## config.mk

```make
export PLATFORM = sky130hd
export DESIGN_NAME = ram_1r1w_arb
export DESIGN_NICKNAME = d
export VERILOG_FILES = /design/src/rtl/ram_1r1w_arb.sv
export SDC_FILE = /design/constraint.sdc
export NUM_CORES = 1
export LEC_CHECK = 0
export BUFFER_PORTS_ARGS = -buffer_cell sky130_fd_sc_hd__buf_4
export CAP_MARGIN = 20
export CORE_ASPECT_RATIO = 1.5
export CORE_MARGIN = 4
export CORE_UTILIZATION = 40
export DETAILED_ROUTE_END_ITERATION = 12
export PLACE_DENSITY = 0.91
export SETUP_SLACK_MARGIN = 0.05
export SYNTH_ARGS = -nofsm -noshare
export SYNTH_HDL_FRONTEND = slang
export SYNTH_SLANG_ARGS = --single-unit
```

## constraint.sdc

```tcl
create_clock -name clk -period 4.2 [get_ports clk]
set_clock_uncertainty 0.1 [all_clocks]
set_input_delay 0.84 -clock clk [delete_from_list [all_inputs] [get_ports clk]]
set_output_delay 0.84 -clock clk [all_outputs]
set_load 0.03 [all_outputs]
```

## src/rtl/ram_1r1w_arb.sv

```systemverilog
// Round-robin front end sharing one 1R1W RAM between N_RD readers and N_WR writers,
// with a registered command stage, in-order response tagging and read-after-write collision hold.
module ram_1r1w_arb #(
  parameter int N_RD        = 4,
  parameter int N_WR        = 2,
  parameter int WIDTH       = 32,
  parameter int DEPTH       = 512,
  parameter int RAM_LATENCY = 1,
  localparam int AW   = $clog2(DEPTH),
  localparam int IDW  = (N_RD > 1) ? $clog2(N_RD) : 1,
  localparam int WIDW = (N_WR > 1) ? $clog2(N_WR) : 1
) (
  input  logic                    clk,
  input  logic                    s_rst_n,
  input  logic [N_RD-1:0]         rd_req_vld,
  input  logic [N_RD*AW-1:0]      rd_req_add,
  output logic [N_RD-1:0]         rd_req_rdy,
  input  logic [N_WR-1:0]         wr_req_vld,
  input  logic [N_WR*AW-1:0]      wr_req_add,
  input  logic [N_WR*WIDTH-1:0]   wr_req_data,
  output logic [N_WR-1:0]         wr_req_rdy,
  output logic                    ram_rd_en,
  output logic [AW-1:0]           ram_rd_add,
  input  logic [WIDTH-1:0]        ram_rd_data,
  output logic                    ram_wr_en,
  output logic [AW-1:0]           ram_wr_add,
  output logic [WIDTH-1:0]        ram_wr_data,
  output logic                    rsp_vld,
  output logic [IDW-1:0]          rsp_id,
  output logic [WIDTH-1:0]        rsp_data
);

  logic [IDW-1:0]   rdPtr_q, rdPtr_d, rdGrantIdx;
  logic [WIDW-1:0]  wrPtr_q, wrPtr_d, wrGrantIdx;
  logic             rdGrantVld, wrGrantVld;
  logic [AW-1:0]    rdGrantAdd, wrGrantAdd;
  logic [WIDTH-1:0] wrGrantData;
  logic             collision, rdFire, wrFire;

  logic             ramRdEn_q, ramWrEn_q;
  logic [AW-1:0]    ramRdAdd_q, ramWrAdd_q;
  logic [WIDTH-1:0] ramWrData_q;
  logic [IDW-1:0]   cmdId_q;
  logic [RAM_LATENCY-1:0] tagVld_q;
  logic [IDW-1:0]   tagId_q [RAM_LATENCY];

  // Search starts one past the last granted requester and wraps around.
  always_comb begin
    rdGrantVld = 1'b0;
    rdGrantIdx = '0;
    for (int off = 1; off <= N_RD; off++) begin
      if (!rdGrantVld && rd_req_vld[IDW'((int'(rdPtr_q) + off) % N_RD)]) begin
        rdGrantVld = 1'b1;
        rdGrantIdx = IDW'((int'(rdPtr_q) + off) % N_RD);
      end
    end
    wrGrantVld = 1'b0;
    wrGrantIdx = '0;
    for (int off = 1; off <= N_WR; off++) begin
      if (!wrGrantVld && wr_req_vld[WIDW'((int'(wrPtr_q) + off) % N_WR)]) begin
        wrGrantVld = 1'b1;
        wrGrantIdx = WIDW'((int'(wrPtr_q) + off) % N_WR);
      end
    end
  end

  assign rdGrantAdd  = rd_req_add[rdGrantIdx*AW +: AW];
  assign wrGrantAdd  = wr_req_add[wrGrantIdx*AW +: AW];
  assign wrGrantData = wr_req_data[wrGrantIdx*WIDTH +: WIDTH];

  // A same-address read waits a cycle so it observes the write going out now.
  assign collision = rdGrantVld && wrGrantVld && (rdGrantAdd == wrGrantAdd);
  assign rdFire    = s_rst_n && rdGrantVld && !collision;
  assign wrFire    = s_rst_n && wrGrantVld;
  assign rdPtr_d   = rdFire ? rdGrantIdx : rdPtr_q;
  assign wrPtr_d   = wrFire ? wrGrantIdx : wrPtr_q;

  always_comb begin
    rd_req_rdy = '0;
    wr_req_rdy = '0;
    if (rdFire) rd_req_rdy[rdGrantIdx] = 1'b1;
    if (wrFire) wr_req_rdy[wrGrantIdx] = 1'b1;
  end

  always_ff @(posedge clk) begin
    if (!s_rst_n) begin
      rdPtr_q   <= IDW'(N_RD - 1);
      wrPtr_q   <= WIDW'(N_WR - 1);
      ramRdEn_q <= 1'b0;
      ramWrEn_q <= 1'b0;
      tagVld_q  <= '0;
    end else begin
      rdPtr_q     <= rdPtr_d;
      wrPtr_q     <= wrPtr_d;
      ramRdEn_q   <= rdFire;
      ramWrEn_q   <= wrFire;
      tagVld_q[0] <= ramRdEn_q;
      for (int i = 1; i < RAM_LATENCY; i++) tagVld_q[i] <= tagVld_q[i-1];
    end
  end

  // Payload registers carry no reset; the enables qualify them.
  always_ff @(posedge clk) begin
    if (rdFire) begin
      ramRdAdd_q <= rdGrantAdd;
      cmdId_q    <= rdGrantIdx;
    end
    if (wrFire) begin
      ramWrAdd_q  <= wrGrantAdd;
      ramWrData_q <= wrGrantData;
    end
    tagId_q[0] <= cmdId_q;
    for (int i = 1; i < RAM_LATENCY; i++) tagId_q[i] <= tagId_q[i-1];
  end

  assign ram_rd_en   = ramRdEn_q;
  assign ram_rd_add  = ramRdAdd_q;
  assign ram_wr_en   = ramWrEn_q;
  assign ram_wr_add  = ramWrAdd_q;
  assign ram_wr_data = ramWrData_q;
  assign rsp_vld     = tagVld_q[RAM_LATENCY-1];
  assign rsp_id      = tagId_q[RAM_LATENCY-1];
  assign rsp_data    = ram_rd_data;

endmodule

```

### Yosys cells after proc, flatten, opt, wreduce, memory -nomap -nowiden

Memories as Yosys holds them, arrays and structs flattened.
Index checks and enable logic that the tools add are counted.

| word-level totals | value |
|---|---|
| register bits | 58 |
| latch bits | 0 |
| bits in writable memories | 2 |
| ROM bits | 0 |
| bits of input ports | 158 |
| word-level logic and storage cells | 82 |
| memories kept | 1 |

| cells by class | value |
|---|---|
| add/subtract/negate cells | 6 |
| $mul | 2 |
| divide/modulo/power cells | 0 |
| magnitude comparators | 10 |
| eq/ne operators | 1 |
| shift-type cells | 3 |
| multiplexer cells | 34 |
| bitwise operators | 0 |
| reductions and logical operators | 16 |

Memories:

| memory | words | bits a word | rd ports | clocked after Yosys merged registers in | wr ports | RTL line | source |
|---|---|---|---|---|---|---|---|
| tagId_q | 1 | 2 | 1 | 0 | 1 | 45 | `logic [IDW-1:0] tagId_q [RAM_LATENCY];` |

Operators with widths:

| kind | count |
|---|---|
| indexed part select 64 x 7 -> 32 bit | 1 |
| indexed part select 36 x 7 -> 9 bit | 1 |
| 2-to-1 mux 1 bit | 22 |
| indexed part select 18 x 6 -> 9 bit | 1 |
| < comparator 2 x 4 -> 1 bit, second input constant | 4 |
| logical AND 1 bit | 11 |
| 2-to-1 mux 2 bit | 5 |
| equality test 9 bit | 1 |
| binary-select mux 1 bit (select 2 bit) | 4 |
| < comparator 1 x 3 -> 1 bit, second input constant | 2 |
| multiplier 2 x 4 -> 6 bit, second input constant | 1 |
| logical NOT 1 bit | 5 |
| multiplier 1 x 4 -> 5 bit, second input constant | 1 |
| adder 2 x 1 -> 2 bit, second input constant | 2 |
| adder 2 bit, second input constant | 2 |
| 2-to-1 mux 4 bit | 1 |
| < comparator 2 x 3 -> 1 bit, second input constant | 1 |
| adder 1 bit, second input constant | 2 |
| demux 1 bit (select 2 bit) | 1 |
| >= comparator 2 x 1 -> 1 bit, second input constant | 1 |
| < comparator 1 x 2 -> 1 bit, second input constant | 1 |
| demux 1 bit (select 1 bit) | 1 |
| >= comparator 1 bit, second input constant | 1 |

### Logic depth before layout (Yosys ltp)

Gate-level depths: netlist (run 1).

| logic depth | value |
|---|---|
| word-level depth | 21 |
| mapped depth | 10 |
| gate-level depth less buffers | 9 |

### Worst setup path after synthesis (run 1)

No wires, ideal clock.

| timing path | value |
|---|---|
| path type | input-to-output |
| start | input port rd_req_vld[2] |
| end | output port rd_req_rdy[1] |
| arrival | 3.148 ns |
| data required time | 3.260 ns |
| setup slack | 0.112 ns |
| cell stages on the path | 10 |
| path through | nand2b_1 -> a21o_1 -> nand3_4 -> buf_2 -> mux2i_1 -> xnor2_1 -> nor2_1 -> o22ai_1 -> o311ai_4 -> nor3b_1 |

| between the ends | value |
|---|---|
| cells in the longest elaborated chain, start to end | 20 |
| elaborated cells on any way between the ends | 40 |

Ends and longest elaborated chain:

| what | RTL line | source |
|---|---|---|
| start: declaration | 15 | `input logic [N_RD-1:0] rd_req_vld,` |
| binary-select mux 1 bit (select 2 bit) | 52 | `if (!rdGrantVld && rd_req_vld[IDW'((int'(rdPtr_q) + off) % N_RD)]) begin` |
| 2-to-1 mux 1 bit (implied by the code) (2 in a row) | 52 |  |
| 2-to-1 mux 1 bit | 52 |  |
| logical NOT 1 bit | 52 |  |
| logical AND 1 bit | 52 |  |
| 2-to-1 mux 1 bit | 52 |  |
| logical NOT 1 bit | 52 |  |
| logical AND 1 bit | 52 |  |
| [... 4 more ...] | - |  |
| via rdGrantIdx[0] | 33 | `logic [IDW-1:0] rdPtr_q, rdPtr_d, rdGrantIdx;` |
| multiplier 2 x 4 -> 6 bit | 67 | `assign rdGrantAdd = rd_req_add[rdGrantIdx*AW +: AW];` |
| indexed part select 36 x 7 -> 9 bit | 67 |  |
| equality test 9 bit | 72 | `assign collision = rdGrantVld && wrGrantVld && (rdGrantAdd == wrGrantAdd);` |
| logical AND 1 bit | 72 |  |
| logical NOT 1 bit | 73 | `assign rdFire = s_rst_n && rdGrantVld && !collision;` |
| logical AND 1 bit | 73 |  |
| 2-to-1 mux 4 bit * | 81 | `if (rdFire) rd_req_rdy[rdGrantIdx] = 1'b1;` |
| end: declaration | 17 | `output logic [N_RD-1:0] rd_req_rdy,` |

Mark *: on every way through the listed nets, which the timed path passes. The rest lies on a longest branch. The select of a mux whose other input is x is not followed.

### Final worst setup path (run 1)

| timing path | value |
|---|---|
| start | input port rd_req_vld[1] |
| end | output port rd_req_rdy[0] |

| between the ends | value |
|---|---|
| cells in the longest elaborated chain, start to end | 20 |
| elaborated cells on any way between the ends | 40 |

Ends and longest elaborated chain:

| what | RTL line |
|---|---|
| binary-select mux 1 bit (select 2 bit) | 52 |
| 2-to-1 mux 1 bit (implied by the code) (2 in a row) | 52 |
| 2-to-1 mux 1 bit | 52 |
| logical NOT 1 bit | 52 |
| logical AND 1 bit | 52 |
| 2-to-1 mux 1 bit | 52 |
| logical NOT 1 bit | 52 |
| logical AND 1 bit | 52 |
| [... 3 more ...] | - |
| 2-to-1 mux 2 bit | 52 |
| multiplier 2 x 4 -> 6 bit | 67 |
| indexed part select 36 x 7 -> 9 bit | 67 |
| equality test 9 bit | 72 |
| logical AND 1 bit | 72 |
| logical NOT 1 bit | 73 |
| logical AND 1 bit | 73 |
| 2-to-1 mux 4 bit * | 81 |

Every way passes the cells marked *; elsewhere a longest branch is shown, timed or not. The select of a mux whose other input is x is not followed.

==> flow_summary_export.csv, run 1 <==
group,metric,value,unit
status,status,"completed",
yosys,synth_compound_area_frac,0.0418,
final_layout,diodes,0,
power_and_ir_drop,swShare,0.265,
power_and_ir_drop,p_comb_frac,0.291,
worst_setup_path,r2r_slack,1.13,ns
yosys,synth_seq_cells,60,
yosys,syn_area,0.00329,mm2
floorplanning,fp.dieH,119,um
floorplanning,io-pin-count,251,
grt,grt_max_degree,42,
yosys,synth.yosys.warnings,0,
sta,timing.fmax,0.243,GHz
worst_setup_path,critPathMaxStageDelay,0.36,ns
power_and_ir_drop,sequentialPowerShare,0.336,
yosys,synth-async-reset-ratio,0,
grt,grt_use_total,0.202,
cts,clock_latency,0.32,ns
yosys,netlist.top_cell.by_area,"edfxtp_1",
worst_setup_path,critPathMaxFanout,5,
cts,cts_tree,"yes",
yosys,synth.most_common_cell,"edfxtp_1",
worst_setup_path,critical_path.cell_chain,"buf_4 -> nor2b_1 -> o21ai_4 -> buf_4 -> nand3_4 -> mux2_2 -> a2111oi_4 -> a21oi_2 -> o311ai_4 -> buf_4 -> nor3_1 -> buf_4",
sta,slew_viol_final,0,
yosys,synth_ff_type,"edfxtp_1",
floorplanning,start_util,0.411,
worst_setup_path,crit_path_top_delay_cell,"a2111oi_4",
yosys,avgSynthCellArea,13.2,um2
final_layout,utilization,0.657,
worst_setup_path,startpoint_type,"primary input",
sta,fin_ws,0.0926,ns
yosys,yosysUniqueCellTypes,37,
power_and_ir_drop,vdd_drop_max,0.000191,V
floorplanning,fp.dieW,82.0,um
yosys,synthTopCellsByCount,"edfxtp_1, mux2_2, buf_4",
grt,grt_pass1_vias,2837,
route,wl_per_cell,18.8,um
placed_design,dp_hpwl,7780,um
sta,setup_viol,0,
yosys,synth_fa_ha_area_frac,0,
worst_setup_path,r2r_cells,13,
final_layout,drive_above_1_share,0.674,
sta,hold_slack,0.250,ns
worst_setup_path,end_kind,"primary output",
route,totalWireLength,10100,um
sta,period_share,0.978,
cts,cts_root_buf,"clkbuf_16",
power_and_ir_drop,p_switching,0.578,mW
worst_setup_path,path_common_cell,"buf_4",
worst_setup_path,reg2reg_to,"rdPtr_q[0]",
power_and_ir_drop,power.total,2.18,mW
final_layout,fin_area,0.00526,mm2
route,route.vias.total,2670,
worst_hold_path,hold-path-endpoint,"tagId_q[0][0]",
yosys,netlist_instances,249,
worst_hold_path,hold_path_class,"flip-flop to flip-flop",
placed_design,placedCellCount,511,
power_and_ir_drop,p_leak,2.29,nW
sta,min_period,4.11,ns
placed_design,io_buffers,185,
sta,relSlewSlack,0.647,
placed_design,pre_cts_ws,-0.128,ns
run,maxCapViolCount,0,
yosys,synth_nets,407,
cts,cts_buffers,9,
worst_setup_path,startpoint,"rd_req_vld[1]",
cts,clk_pin_slew,0.05,ns
sta,rsz0062_at_grt,"yes",
cts,max-clock-path-buffers,2,
power_and_ir_drop,p_int,1.60,mW
cts,h-tree-depth,3,
yosys,yosys.area.top_type_share,0.475,
final_layout,fin_nets,585,
worst_setup_path,crit_required,3.26,ns
placed_design,place_congestion,0.836,
route,via_per_inst,4.97,
grt,antenna_found_initial,0,
final_layout,final_cells,537,
sta,worst_slew_pin_slew,0.529,ns
cts,clock-sinks,60,
sta,hold_viol_final,0,
grt,grt_overflow_total,0,
route,dr.pass1.iters,4,
yosys,synth.area.top_cells,"edfxtp_1, mux2_2, mux2i_1",
final_layout,area_delta_synth_final,59.9,%
final_layout,fillers,613,
worst_setup_path,arrival,3.17,ns
sta,fin_tns_setup,0,ns
route,drt_iter0_drc,67,
power_and_ir_drop,power.density,413,mW/mm2
worst_hold_path,min_delay_path_depth,0,
floorplanning,fp.dieArea,0.00977,mm2
placed_design,post_dp_cell_area,0.00463,mm2
grt,grt_pass1_wl,14500,um
worst_setup_path,crit_type,"primary input to primary output",
route,drc,0,
yosys,synth-xor-area-share,0.0399,
yosys,yosys.area_share.simple,0.0673,
power_and_ir_drop,p_clk_frac,0.373,
yosys,synthMuxAreaShare,0.226,
floorplanning,rows,40,
worst_setup_path,r2r-start,"rdPtr_q[0]",
floorplanning,core,0.00801,mm2
worst_hold_path,worstHoldStart,"cmdId_q[0]",
route,antenna_left,0,
yosys,synth_top_family_by_area,"multiplexers",
yosys,synth_edf_count,52,
yosys,yosysSeqAreaShare,0.523,
cts,hold_buffers,0,
## worst max path at each step
stage | end | cells past startpoint
floorplan | rd_req_rdy[1] | 10
global placement | rd_req_rdy[3] | 11
detailed placement | rd_req_rdy[1] | 12
CTS | rd_req_rdy[1] | 13
global route | rd_req_rdy[0] | 13
finish | rd_req_rdy[0] | 12
## per-layer routing
| metal | track usage | wire (um) | up-vias |
|---|---|---|---|
| li1 | - | - | 1230 |
| met1 | 0.177 | 3070 | 1249 |
| met2 | 0.373 | 5600 | 138 |
| met3 | 0.0477 | 815 | 53 |
| met4 | 0.153 | 610 | 0 |
| met5 | 0 | 0 | - |
## final cells by class
type                       instances  area, um2  area share
sequential                        60       1720       0.327
timing repair buffer             207       1570       0.299
multi-input combinational        137       1460       0.277
clock buffer                      10        229      0.0435
tap                              105        131      0.0250
clock inverter                     6        103      0.0195
inverter                          12       45.0     0.00856
## state kept, by name, indices dropped and copies added (netlist names)
register     count
ram_wr_en        1
rdPtr_q          2
ram_rd_add       9
wrPtr_q          1
ram_rd_en        1
cmdId_q          2
rsp_vld          1
ram_wr_data     32
tagId_q          2
ram_wr_add       9
## critical path, delay by kind of cell
kind / cells / cell delay (ns)
compound gates: 4 / 0.97
buf+inv: 4 / 0.65
simple gates: 3 / 0.35
mux: 1 / 0.34
## power by group through the flow
| stage | sequential, mW | combinational [mW] | clock (mW) |
|---|---|---|---|
| 2_1_floorplan | 0.814 | 0.299 | 0 |
| 3_3_place_gp | 0.738 | 0.540 | 0 |
| 3_5_place_dp | 0.740 | 0.549 | 0 |
| 4_1_cts | 0.730 | 0.577 | 0.830 |
| 5_1_grt | 0.734 | 0.673 | 0.858 |
| 6_report | 0.730 | 0.634 | 0.811 |
## cell families (layout without fill, tap and decap cells)
kind of cell / count (synthesis) / count (layout)
mux: 68 / 68
flops: 60 / 60
buf+inv: 53 / 235
simple gates: 35 / 36
compound gates: 18 / 18
xor+xnor: 15 / 15
## cell usage in the layout (no fill, tap or decap), types with 6 or more instances in the layout
master	synthesis	routed
dfxtp_1	8	8
edfxtp_1	52	52
mux2i_2	2	7
nor2_1	7	7
xnor2_1	15	13
mux2i_4	0	6
inv_1	12	12
buf_4	34	203
mux2_2	35	35
clkbuf_16	0	9
mux2i_1	29	18
## what timing repair did
action | in CTS | in global routing
setup buffers | 3 | 6
cloned | 1 | 0
resized for setup | 11 | 30
pin swaps | 2 | 7
setup endpoints to repair | 4 | 4
(Power assumes the default switching activity.)
==> run 2: changes to the inputs <==
CORE_ASPECT_RATIO = unset   (was 1.5)
==> flow_summary_export.csv, run 2 (same netlist as run 1, synthesis figures left out) <==
group,metric,value,unit
final_layout,final_cell_mix,"buf_4, edfxtp_1, mux2_2, mux2i_1, xnor2_1",
final_layout,area_delta_synth_final,51.7,%
worst_setup_path,crit_type,"primary input to primary output",
floorplanning,fp.dieH,98.7,um
final_layout,multi_input_area,0.00136,mm2
floorplanning,core,0.00785,mm2
final_layout,drive_above_1_share,0.660,
final_layout,seq_area,0.00172,mm2
final_layout,fillers,631,
worst_setup_path,end_kind,"primary output",
worst_setup_path,arrival,3.12,ns
grt,grt_overflow_total,0,
final_layout,largest_register_ffs,32,
run,maxCapViolCount,0,
final_layout,fin_nets,580,
cts,h-tree-depth,3,
status,status,"completed",
power_and_ir_drop,p_leak,2.20,nW
sta,rsz0062_at_grt,"no",
sta,fin_ws,0.142,ns
floorplanning,io-pin-count,251,
sta,hold_viol_final,0,
worst_setup_path,startpoint_type,"primary input",
grt,grt_use_total,0.188,
final_layout,final_cells,528,
sta,worst_slew_pin_slew,0.550,ns
worst_setup_path,r2r_slack,0.95,ns
grt,antenna_found_initial,0,
worst_setup_path,crit_required,3.26,ns
route,route.vias.total,2584,
route,wl_per_cell,19.1,um
sta,timing.fmax,0.246,GHz
floorplanning,fp.dieW,98.7,um
placed_design,pre_cts_ws,0.0532,ns
cts,cts_root_buf,"clkbuf_8",
power_and_ir_drop,power.density,358,mW/mm2
sta,relSlewSlack,0.633,
sta,period_share,0.966,
worst_setup_path,crit_end,"rd_req_rdy[3]",
worst_setup_path,startpoint,"rd_req_vld[2]",
floorplanning,rows,32,
placed_design,place_congestion,0.799,
route,dr.pass1.iters,4,
placed_design,io_buffers,185,
placed_design,placedCellCount,505,
worst_setup_path,critPathMaxStageDelay,0.31,ns
cts,max-clock-path-buffers,2,
sta,fin_tns_setup,0,ns
sta,slew_viol_final,0,
worst_hold_path,hold_path_class,"flip-flop to flip-flop",
cts,clock-sinks,60,
worst_setup_path,r2r-start,"rdPtr_q[0]",
floorplanning,fp.dieArea,0.00974,mm2
route,totalWireLength,10100,um
grt,grt_pass1_vias,2605,
cts,hold_buffers,0,
worst_setup_path,reg2reg_to,"cmdId_q[1]",
route,antenna_left,0,
floorplanning,start_util,0.419,
final_layout,final_common_cell,"buf_4",
cts,clk_pin_slew,0.07,ns
placed_design,dp_hpwl,8050,um
power_and_ir_drop,vdd_drop_max,0.000133,V
final_layout,diodes,0,
sta,setup_viol,0,
worst_setup_path,critPathMaxFanout,8,
route,drc,0,
route,via_per_inst,4.89,
worst_setup_path,crit_path_top_delay_cell,"nor4_2",
worst_setup_path,path_common_cell,"buf_4",
worst_setup_path,critical_path.cell_chain,"buf_4 -> nand2b_4 -> a21o_1 -> nand3_4 -> buf_12 -> mux2i_4 -> xnor2_2 -> nor4_2 -> o22ai_2 -> o311ai_4 -> buf_6 -> nor3b_2 -> buf_4",
cts,cts_tree,"yes",
cts,cts_buffers,9,
worst_setup_path,r2r_cells,13,
sta,hold_slack,0.235,ns
sta,min_period,4.06,ns
route,drt_iter0_drc,104,
cts,clock_latency,0.32,ns
grt,grt_max_degree,42,
grt,grt_pass1_wl,14000,um
## run 2: cell count changes in the layout (fill, tap and decap cells not counted), moves of 2 or more
cell,delta
mux2i_4,-3
mux2i_2,-2
clkbuf_16,-9
buf_4,-5
clkbuf_8,+11
clkinvlp_4,+2
buf_12,+2
mux2i_1,+5
clkinv_1,-2
bufinv_16,-3
## run 2: how the worst min path moves through the flow
stage               start             to  slack, ns  depth (start not counted)
2_1_floorplan  cmdId_q[0]  tagId_q[0][0]       0.22                          0
3_3_place_gp   cmdId_q[1]  tagId_q[0][1]       0.23                          0
3_5_place_dp   cmdId_q[0]  tagId_q[0][0]       0.23                          0
4_1_cts        cmdId_q[0]  tagId_q[0][0]       0.24                          0
5_1_grt        cmdId_q[1]  tagId_q[0][1]       0.25                          0
6_report       cmdId_q[0]  tagId_q[0][0]       0.24                          0
## run 2: cell type report
class | instances | share of cell area
clock buffers | 11 | 0.0303
repair buffers | 203 | 0.313
multi-input cells | 136 | 0.272
well taps | 102 | 0.0256
flip-flops and latches | 60 | 0.345
clock inverters | 4 | 0.00502
inverters | 12 | 0.00903
## run 2: where the power goes
part | internal, mW | total (mW) | switching (mW)
registers | 0.708 | 0.728 | 0.0196
logic | 0.300 | 0.594 | 0.295
clock network | 0.241 | 0.463 | 0.222
## run 2: critical path: cells and delay by family
family                    cells  cell delay, ns
muxes                         1            0.28
xor gates and xnor gates      1            0.11
and+or+nand+nor               4            0.64
buffers and inverters         4            0.62
AOI/OAI and AO/OA             3            0.61
## run 2: metrics by stage
stage | power [mW] | area (um2) | util
global placement | 1.27 | 4620 | 0.589
CTS | 1.76 | 4800 | 0.612
detailed placement | 1.29 | 4620 | 0.589
global route | 1.87 | 4990 | 0.636
finish | 1.79 | 4990 | 0.636
floorplan | 1.11 | 3290 | -
## run 2: per-layer routing
| layer | track usage | vias up | part of all wire |
|---|---|---|---|
| met1 | 0.179 | 1202 | 0.32 |
| met5 | 0 | - | 0 |
| met4 | 0.0735 | 0 | 0.022 |
| met3 | 0.0594 | 30 | 0.090 |
| met2 | 0.369 | 138 | 0.56 |
| li1 | - | 1214 | - |
## run 2: what timing repair did
action	CTS	global route
buffers inserted	0	8
resized for setup	0	25
endpoints found under the setup margin	0	4
==> run 3: changes to the inputs <==
ABC_AREA = 1   (was unset)
CORE_UTILIZATION = 42   (was 40)
PLACE_DENSITY = 0.92   (was 0.91)
RECOVER_POWER = 100   (was unset)
==> flow_summary_export.csv, run 3 <==
group,metric,value,unit
status,status,"finished with violations",
status,violations,"capacitance limit, slew limit",
placed_design,place_congestion,0.842,
worst_setup_path,end_kind,"primary output",
sta,fin_tns_setup,0,ns
grt,grt_use_met1,0.202,
route,wl_per_cell,15.6,um
grt,grt_use_met2,0.371,
grt,grt_use_met3,0.0523,
cts,clock_latency,0.33,ns
floorplanning,start_util,0.437,
final_layout,final_cell_mix,"buf_4, nand2_1, inv_1, clkbuf_1, edfxtp_1",
sta,hold_viol_final,0,
floorplanning,rows,33,
yosys,synth_edf_count,52,
yosys,synth_fa_ha_area_frac,0,
placed_design,io_buffers,185,
route,dr.pass1.iters,4,
worst_setup_path,crit_required,3.26,ns
yosys,yosysSeqAreaShare,0.472,
sta,worst_slew_pin_slew,2.20,ns
floorplanning,io-pin-count,251,
yosys,avgSynthCellArea,8.85,um2
worst_setup_path,critPathMaxFanout,14,
yosys,synth.area.top_cells,"edfxtp_1, nand2_1, mux2_2",
yosys,yosys.area_share.simple,0.251,
yosys,synth-async-reset-ratio,0,
placed_design,placedCellCount,664,
worst_hold_path,hold_path_class,"flip-flop to flip-flop",
placed_design,post_dp_cell_area,0.00490,mm2
grt,grt_overflow_total,0,
worst_setup_path,path_buf_inv,4,
sta,setup_viol,0,
sta,hold_slack,0.251,ns
worst_setup_path,crit_type,"primary input to primary output",
final_layout,utilization,0.584,
cts,max-clock-path-buffers,2,
grt,top_usage_layer,"met2",
floorplanning,fp.dieH,101,um
final_layout,diodes,0,
cts,clk_pin_slew,0.07,ns
power_and_ir_drop,power.total,3.30,mW
cts,cts_buffers,9,
floorplanning,fp.dieArea,0.0102,mm2
final_layout,largest_register_ffs,32,
cts,clock-sinks,60,
final_layout,drive_above_1_share,0.356,
worst_setup_path,crit_path_top_delay_cell,"o21bai_4",
cts,h-tree-depth,3,
grt,grt_pass1_wl,15500,um
worst_setup_path,path_common_cell,"nand2_1",
yosys,synth_top_family_by_area,"simple AND/OR/NAND/NOR gates",
worst_setup_path,critPathMaxStageDelay,0.21,ns
route,drc,0,
final_layout,final_common_cell,"buf_4",
power_and_ir_drop,p_leak,2.40,nW
grt,grt_use_total,0.198,
yosys,synthMuxAreaShare,0.0989,
yosys,netlist.top_cell.by_area,"edfxtp_1",
yosys,synth.yosys.warnings,0,
yosys,synth_nets,570,
final_layout,final_cells,681,
power_and_ir_drop,power.density,677,mW/mm2
yosys,synth_seq_cells,60,
yosys,synth_compound_area_frac,0.0230,
final_layout,fin_nets,729,
sta,fin_ws,0.253,ns
sta,slew_viol_final,42,
worst_setup_path,arrival,3.01,ns
sta,timing.fmax,0.253,GHz
placed_design,dp_hpwl,8660,um
sta,min_period,3.95,ns
yosys,synthTopCellsByCount,"nand2_1, inv_1, edfxtp_1",
worst_setup_path,crit_family,"simple AND/OR/NAND/NOR gates",
yosys,yosysUniqueCellTypes,24,
yosys,synth.most_common_cell,"nand2_1",
grt,grt_max_degree,42,
route,route.vias.total,3243,
cts,hold_buffers,0,
sta,period_share,0.940,
final_layout,fin_area,0.00487,mm2
yosys,yosys.area.top_type_share,0.428,
run,maxCapViolCount,1,
yosys,netlist_instances,412,
worst_setup_path,startpoint_type,"primary input",
grt,antenna_found_initial,0,
sta,rsz0062_at_grt,"no",
yosys,synth_ff_type,"edfxtp_1",
floorplanning,core,0.00834,mm2
placed_design,pre_cts_ws,0.166,ns
route,drt_iter0_drc,146,
final_layout,area_delta_synth_final,33.6,%
cts,cts_tree,"yes",
yosys,synth-xor-area-share,0,
route,antenna_left,0,
route,via_per_inst,4.76,
sta,relSlewSlack,-0.464,
power_and_ir_drop,vdd_drop_max,0.000563,V
grt,grt_pass1_vias,3309,
yosys,syn_area,0.00364,mm2
floorplanning,fp.dieW,101,um
cts,cts_root_buf,"clkbuf_8",
worst_setup_path,critical_path.cell_chain,"clkbuf_4 -> inv_1 -> nand2_1 -> nand2_1 -> nand2_1 -> nand2_1 -> nand2_1 -> nand2_2 -> nor2_2 -> nand2_4 -> buf_4 -> nand3_1 -> nand2_1 -> nand2_1 -> nand2_1 -> nand2_1 -> nand2_1 -> nor2_4 -> nand3_2 -> o21bai_4 -> nor2_1 -> buf_4",
route,totalWireLength,10600,um
run 3: cell count changes in the layout (fill, tap and decap cells not counted), sizes merged, moves of 6 or more:
cell / before / now
buf: 203 / 129
clkbuf: 11 / 74
inv: 12 / 66
mux2i: 31 / 0
nand2: 3 / 139
nand3: 1 / 24
nand3b: 0 / 11
nor2: 7 / 19
nor3: 6 / 0
o21ai: 4 / 13
xnor2: 15 / 0
run 3: cell families after synthesis:
kind of cell	Yosys count
and+or+nand+nor	196
buffers and inverters	110
DFF	60
muxes	32
AOI/OAI and AO/OA	14
run 3: layout make-up:
| type | instances | area (um2) |
|---|---|---|
| fillers | 779 | 3470 |
| flip-flops and latches | 60 | 1720 |
| multi-input cells | 242 | 1370 |
| repair buffers | 192 | 1210 |
| inverters | 66 | 248 |
| clock buffers | 11 | 131 |
| well taps | 105 | 131 |
| clock inverters | 5 | 52.6 |
run 3: worst reg2reg max path, cell delays in order, from the launching register on:
cell and delay (ns):
dfxtp_1 0.46, inv_2 0.11, nand2_1 0.07, nand2_1 0.08, nand2_2 0.09, nand2_4 0.06, inv_1 0.06, nand2_2 0.07
nor2_2 0.13, nand2_4 0.10, buf_4 0.20, nand3_1 0.08, nand2_1 0.07, nand2_1 0.08, nand2_1 0.09, nand2_1 0.08
nand2_1 0.08, nor2_4 0.10, nand3_2 0.11, o21bai_4 0.21, clkbuf_1 0.23, inv_1 0.28
run 3: per-layer routing:
layer | vias to the layer above | part of all wire
li1 | 1592 | -
met1 | 1455 | 0.35
met2 | 154 | 0.53
met3 | 42 | 0.093
met4 | 0 | 0.034
met5 | - | 0
run 3: worst paths after layout:
path | startpoint | endpoint | slack [ns] | depth (start not counted)
setup / recovery | rd_req_vld[3] | rd_req_rdy[1] | 0.25 | 22
hold / removal | cmdId_q[1] | tagId_q[0][1] | 0.25 | 0
setup reg to reg | rdPtr_q[1] | ram_rd_add[2] | 0.94 | 21
hold reg to reg | cmdId_q[1] | tagId_q[0][1] | 0.25 | 0
run 3: repair_timing:
item                       4_1_cts  5_1_grt
buffers inserted                 0        1
gates resized for setup          0        4
setup endpoints to repair        0        4
run 3: power breakdown:
part / internal, mW / total, mW / switching, mW
sequential: 0.823 / 0.871 / 0.0472
clock: 0.271 / 0.479 / 0.208
combinational: 0.617 / 1.95 / 1.33
total: 1.71 / 3.30 / 1.58
